## config.mk

```make
export PLATFORM = sky130hd
export DESIGN_NAME = rf_wb_ctrl
export DESIGN_NICKNAME = d
export VERILOG_FILES = /design/src/rtl/rf_pkg.sv /design/src/rtl/wb_arb2.sv /design/src/rtl/rf_wb_ctrl.sv
export SDC_FILE = /design/constraint.sdc
export NUM_CORES = 1
export LEC_CHECK = 0
export ABC_CLOCK_PERIOD_IN_PS = 1900
export CAP_MARGIN = 15
export CORE_MARGIN = 2
export CORE_UTILIZATION = 36
export CTS_CLUSTER_DIAMETER = 100
export DETAILED_ROUTE_END_ITERATION = 8
export GPL_TIMING_DRIVEN = 1
export HOLD_SLACK_MARGIN = 0.05
export PLACE_DENSITY = 0.83
export SLEW_MARGIN = 20
export SYNTH_ARGS = -nofsm -noshare
export SYNTH_HDL_FRONTEND = slang
export SYNTH_HIERARCHICAL = 1
export SYNTH_SLANG_ARGS = --single-unit
```

## constraint.sdc

```tcl
create_clock -name clk -period 1.9 [get_ports clk]
set_clock_uncertainty 0.1 [all_clocks]
set_input_delay 0.285 -clock clk [delete_from_list [all_inputs] [get_ports clk]]
set_output_delay 0.285 -clock clk [all_outputs]
set_load 0.01 [all_outputs]
```

## src/rtl/rf_pkg.sv

```systemverilog
// rtl/rf_pkg.sv - shared constants, arbitration encodings and write-back request type
package rf_pkg;

  localparam int RF_DW   = 8;
  localparam int RF_AW   = 3;
  localparam int RF_NREG = 1 << RF_AW;

  localparam int ARB_RR    = 0;
  localparam int ARB_FIXED = 1;

  typedef struct packed {
    logic              valid;
    logic [RF_AW-1:0]  addr;
    logic [RF_DW-1:0]  data;
  } wb_req_t;

endpackage

```

## src/rtl/wb_arb2.sv

```systemverilog
// rtl/wb_arb2.sv - two-requester arbiter (round-robin or fixed MEM priority), one-hot grant
module wb_arb2
  import rf_pkg::*;
#(
  parameter int ARB_MODE = ARB_RR
) (
  input  logic       clk,
  input  logic       rst,
  input  logic [1:0] req,
  output logic [1:0] gnt
);

  // Bit 0 is the ALU side, bit 1 the MEM side.
  logic favor_mem;

  always_comb begin
    gnt = req;
    if (req == 2'b11) begin
      if (ARB_MODE == ARB_FIXED) gnt = 2'b10;
      else                       gnt = favor_mem ? 2'b10 : 2'b01;
    end
  end

  always_ff @(posedge clk or posedge rst) begin
    if (rst)         favor_mem <= 1'b0;
    else if (gnt[0]) favor_mem <= 1'b1;
    else if (gnt[1]) favor_mem <= 1'b0;
  end

endmodule

```

## src/rtl/rf_wb_ctrl.sv

```systemverilog
// rtl/rf_wb_ctrl.sv - RF write-back arbitration, output register and RAW/WAW scoreboard
// Optional same-cycle forwarding from the RF write port with RF_WB_BYPASS_EN.
module rf_wb_ctrl
  import rf_pkg::*;
#(
  parameter int DW       = RF_DW,
  parameter int AW       = RF_AW,
  parameter int NREG     = RF_NREG,
  parameter int ARB_MODE = ARB_RR
) (
  input  logic            clk,
  input  logic            rst,
  input  logic            alu_valid,
  output logic            alu_ready,
  input  logic [AW-1:0]   alu_addr,
  input  logic [DW-1:0]   alu_data,
  input  logic            mem_valid,
  output logic            mem_ready,
  input  logic [AW-1:0]   mem_addr,
  input  logic [DW-1:0]   mem_data,
  input  logic            iss_valid,
  input  logic [AW-1:0]   iss_dst,
  input  logic [AW-1:0]   iss_src0,
  input  logic [AW-1:0]   iss_src1,
  output logic            stall,
  output logic            rf_w_en,
  output logic [AW-1:0]   rf_w_addr,
  output logic [DW-1:0]   rf_w_data,
  output logic [NREG-1:0] pend_map
`ifdef RF_WB_BYPASS_EN
  ,
  output logic            byp_sel0,
  output logic            byp_sel1,
  output logic [DW-1:0]   byp_data
`endif
);

  localparam logic [NREG-1:0] NONZERO_MASK = {{(NREG-1){1'b1}}, 1'b0};

  wb_req_t    alu_req;
  wb_req_t    mem_req;
  wb_req_t    win;
  logic [1:0] gnt;

  assign alu_req = '{valid: alu_valid, addr: alu_addr, data: alu_data};
  assign mem_req = '{valid: mem_valid, addr: mem_addr, data: mem_data};

  wb_arb2 #(.ARB_MODE(ARB_MODE)) u_arb (
    .clk (clk),
    .rst (rst),
    .req ({mem_valid, alu_valid}),
    .gnt (gnt)
  );

  assign alu_ready = gnt[0];
  assign mem_ready = gnt[1];

  always_comb begin
    win = alu_req;
    if (gnt[1]) win = mem_req;
    win.valid = |gnt;
  end

  // Writes to register 0 complete the handshake but never reach the RF port.
  always_ff @(posedge clk or posedge rst) begin
    if (rst) begin
      rf_w_en   <= 1'b0;
      rf_w_addr <= '0;
      rf_w_data <= '0;
    end else begin
      rf_w_en <= win.valid && (win.addr != '0);
      if (win.valid && (win.addr != '0)) begin
        rf_w_addr <= win.addr;
        rf_w_data <= win.data;
      end
    end
  end

  logic byp0;
  logic byp1;
  logic src_hz0;
  logic src_hz1;

`ifdef RF_WB_BYPASS_EN
  assign byp0     = rf_w_en && (rf_w_addr == iss_src0);
  assign byp1     = rf_w_en && (rf_w_addr == iss_src1);
  assign byp_sel0 = (iss_src0 != '0) && pend_map[iss_src0] && byp0;
  assign byp_sel1 = (iss_src1 != '0) && pend_map[iss_src1] && byp1;
  assign byp_data = rf_w_data;
`else
  assign byp0 = 1'b0;
  assign byp1 = 1'b0;
`endif

  assign src_hz0 = (iss_src0 != '0) && pend_map[iss_src0] && !byp0;
  assign src_hz1 = (iss_src1 != '0) && pend_map[iss_src1] && !byp1;
  // Destination term is the WAW check and is never forwarded around.
  assign stall   = iss_valid && (src_hz0 || src_hz1 || pend_map[iss_dst]);

  logic [NREG-1:0] clr_vec;
  logic [NREG-1:0] set_vec;

  always_comb begin
    clr_vec = '0;
    set_vec = '0;
    if (rf_w_en) clr_vec[rf_w_addr] = 1'b1;
    if (iss_valid && !stall && (iss_dst != '0)) set_vec[iss_dst] = 1'b1;
  end

  // Set is applied after clear so a new producer supersedes the landing write.
  always_ff @(posedge clk or posedge rst) begin
    if (rst) pend_map <= '0;
    else     pend_map <= ((pend_map & ~clr_vec) | set_vec) & NONZERO_MASK;
  end

endmodule
```

==> impl_metrics.yaml <==
synth:
  netlist_top_cells_count: "24 x o21ai_0, 20 x dfrtp_1, 17 x nand2_1"
  postSynthAreaPerCell_sq_um: 9.08
  synthCells: 132
  synth_edf_count: 0
  syn_area_sq_um: 1200
  ys_async_sr_fraction_pct: 100
  synthTopCellsByArea: "dfrtp_1 42%, mux2i_1 12%, o21ai_0 10%"
  yosysSeqAreaShare_pct: 41.8
  ys_seq_elements: 20
  synth_nets: 168
  synth_top_area_share_pct: 41.8
  yosysMostFrequentCell: "o21ai_0"
  synth_ff_type: "dfrtp_1"
  post-synth-top-area-cell: "dfrtp_1"
  ys_types: 33
  synth_warnings: 6
place:
  globalplace.congestion: 0.851
  hpwlAfterDp_mm: 2.90
  port_buffers: 57
  place_area_sq_um: 2030
clock_tree:
  numClockSinks: 20
  clkTransAtPathRegs_ps: 100
  cts-buffers-inserted: 3
  clockBufferDepth: 2
  cts_tree: "built"
  root_buffer: "clkbuf_4"
  htreeDepth: 1
  clk_latency_ps: 290
detailed_routing:
  drc: 0
  drt_pass1_iterations: 4
  drtAntennaViolNets: 0
  drtIter0Drc: 33
  num_vias: 1364
  wirelength_mm: 3.86
  wire_per_inst_um: 14.6
  avgViaCountPerCell: 5.15
finish:
  drive_gt1_share_pct: 22.6
  design_area_sq_um: 2160
  regArea_sq_um: 500
  insertedDiodeCount: 0
  areaGrowthSynthToFinish_pct: 80.4
  multiInputGateArea_sq_um: 717
  finalCoreUtilization_pct: 69.7
  num-nets-final: 259
  n_fill_cell: 262
power:
  p_per_area_nw_per_um2: 953
  leakagePower_nw: 0.964
  peakVddDrop_v: 0.000478
global_route:
  grt_max_degree: 20
  grt_pass1_vias: 1415
  grtUsageTotal_pct: 22.2
  grt_antenna_before_repair: 0
  grt_overflow: 0
  grt_pass1_wl_mm: 6.20
die:
  rows: 20
  io_pins: 59
  dieHeight_um: 61.7
  die_area_sq_um: 3810
  die_x_um: 61.7
  core_sq_um: 3100
  initial_utilization_pct: 38.6
setup_path:
  cp_max_fo: 3
  endpoint_kind: "output pin"
  required_ps: 1510
  path_class: "reg -> out"
  crit_path_start_kind: "flop"
  crit_arrival_ps: 1860
sta:
  finalHoldViolCount: 0
  min_period_ps: 2240
  period_share_pct: 118
  slew_viol_final: 0
  max_freq_ghz: 0.446
  setup_viol: 1
  rsz0062_at_grt: "yes"
  finalWorstSetupSlack_ps: -341
outcome:
  status: "finished, violations left"
  violations: "setup timing"
worst_hold_path:
  min_path_type: "in -> reg"
run:
  drv_cap: 0
## placed cells by master, fill, tap and decap left out, types with 2 or more instances in the layout
cell | netlist | routed
clkdlybuf4s50_1 | 0 | 49
buf_4 | 1 | 31
o21ai_0 | 24 | 20
dfrtp_1 | 20 | 20
nand2_1 | 17 | 17
mux2i_1 | 14 | 14
nor2_1 | 8 | 7
dlygate4sd2_1 | 0 | 7
inv_1 | 5 | 5
o21ai_1 | 0 | 4
a21oi_1 | 4 | 4
nand3_1 | 4 | 4
nor2b_1 | 3 | 3
nand4_1 | 3 | 3
clkbuf_4 | 0 | 3
buf_6 | 0 | 3
a221o_1 | 2 | 2
nor3b_1 | 2 | 2
nand2b_1 | 2 | 2
o41ai_4 | 0 | 2
## layout make-up
class                           instances  share of cell area, %
Clock buffer                            3                   1.04
Inverter                                5                  0.868
Multi-Input combinational cell        101                   33.2
Sequential cell                        20                   23.1
Tap cell                               44                   2.55
Timing Repair Buffer                   92                   39.2
## metrics by stage
step | setup slack (ps) | total power [W] | instances | setup TNS (ps) | hold WS [ps]
floorplan | -20.8 | 0.00106 | 132 | -20.8 | -86.3
global placement | -866 | 0.00167 | 257 | -5410 | 356
detailed placement | -916 | 0.00171 | 257 | -6890 | 366
CTS | -340 | 0.00197 | 264 | -340 | 336
global route | -440 | 0.00221 | 265 | -518 | 376
finish | -341 | 0.00206 | 265 | -341 | 353
## final timing paths
| kind | slack [ps] | cells past startpoint | endpoint | startpoint |
|---|---|---|---|---|
| max | -340 | 6 | stall | pend_map[6]$_DFF_PP0_ |
| min | 350 | 3 | u_arb/favor_mem$_DFFE_PP0P_ | alu_valid |
| max reg2reg | 20 | 6 | pend_map[6]$_DFF_PP0_ | pend_map[6]$_DFF_PP0_ |
| min reg2reg | 390 | 2 | rf_w_data[6]$_DFFE_PP0P_ | rf_w_data[6]$_DFFE_PP0P_ |
| max in group asynchronous | 700 | 4 | pend_map[2]$_DFF_PP0_ | rst |
| min in group asynchronous | 610 | 3 | u_arb/favor_mem$_DFFE_PP0P_ | rst |
## layer usage
layer | wire [um] | up-vias | track usage [%]
met2 | 1970 | 57 | 39.8
met4 | 25 | 0 | 8.21
met1 | 1600 | 638 | 26.3
li1 | - | 665 | -
met5 | 0 | - | 0
met3 | 264 | 4 | 4.35
## critical path, stage by stage, from the launching register on
cell and delay, ps:
dfrtp_1 420, buf_6 130, mux2i_1 160, o21ai_1 80
a211o_1 310, o31a_2 340, buf_6 120
## sequential cells by signal, summed over array words and instances, names as in the netlist
signal and cells:
rf_w_addr 3, rf_w_en 1, rf_w_data 8, pend_map 7
u_arb/favor_mem 1
## what timing repair did
item                                    4_1_cts  5_1_grt
hold buffers                                  1        0
buffers inserted                              3        2
gates resized for setup                      19        9
pin swaps                                     4        5
endpoints found under the setup margin        9       10
endpoints found under the hold margin         1        0
## power by group
group | switching (W) | internal (W) | total [W] | leakage, nW
clock network | 0.000119 | 0.0000738 | 0.000193 | 0.0138
logic | 0.000520 | 0.000691 | 0.00121 | 0.707
registers | 0.000109 | 0.000549 | 0.000657 | 0.243
## cells by family after synthesis
logic type	count (synthesis)	synth area share, %
AOI/OAI and AO/OA	42	23.0
DFF	20	41.8
buffers and inverters	11	4.07
muxes	16	13.9
other	1	0.313
and+or+nand+nor	42	17.0
Power figures use the tool's default switching activity.
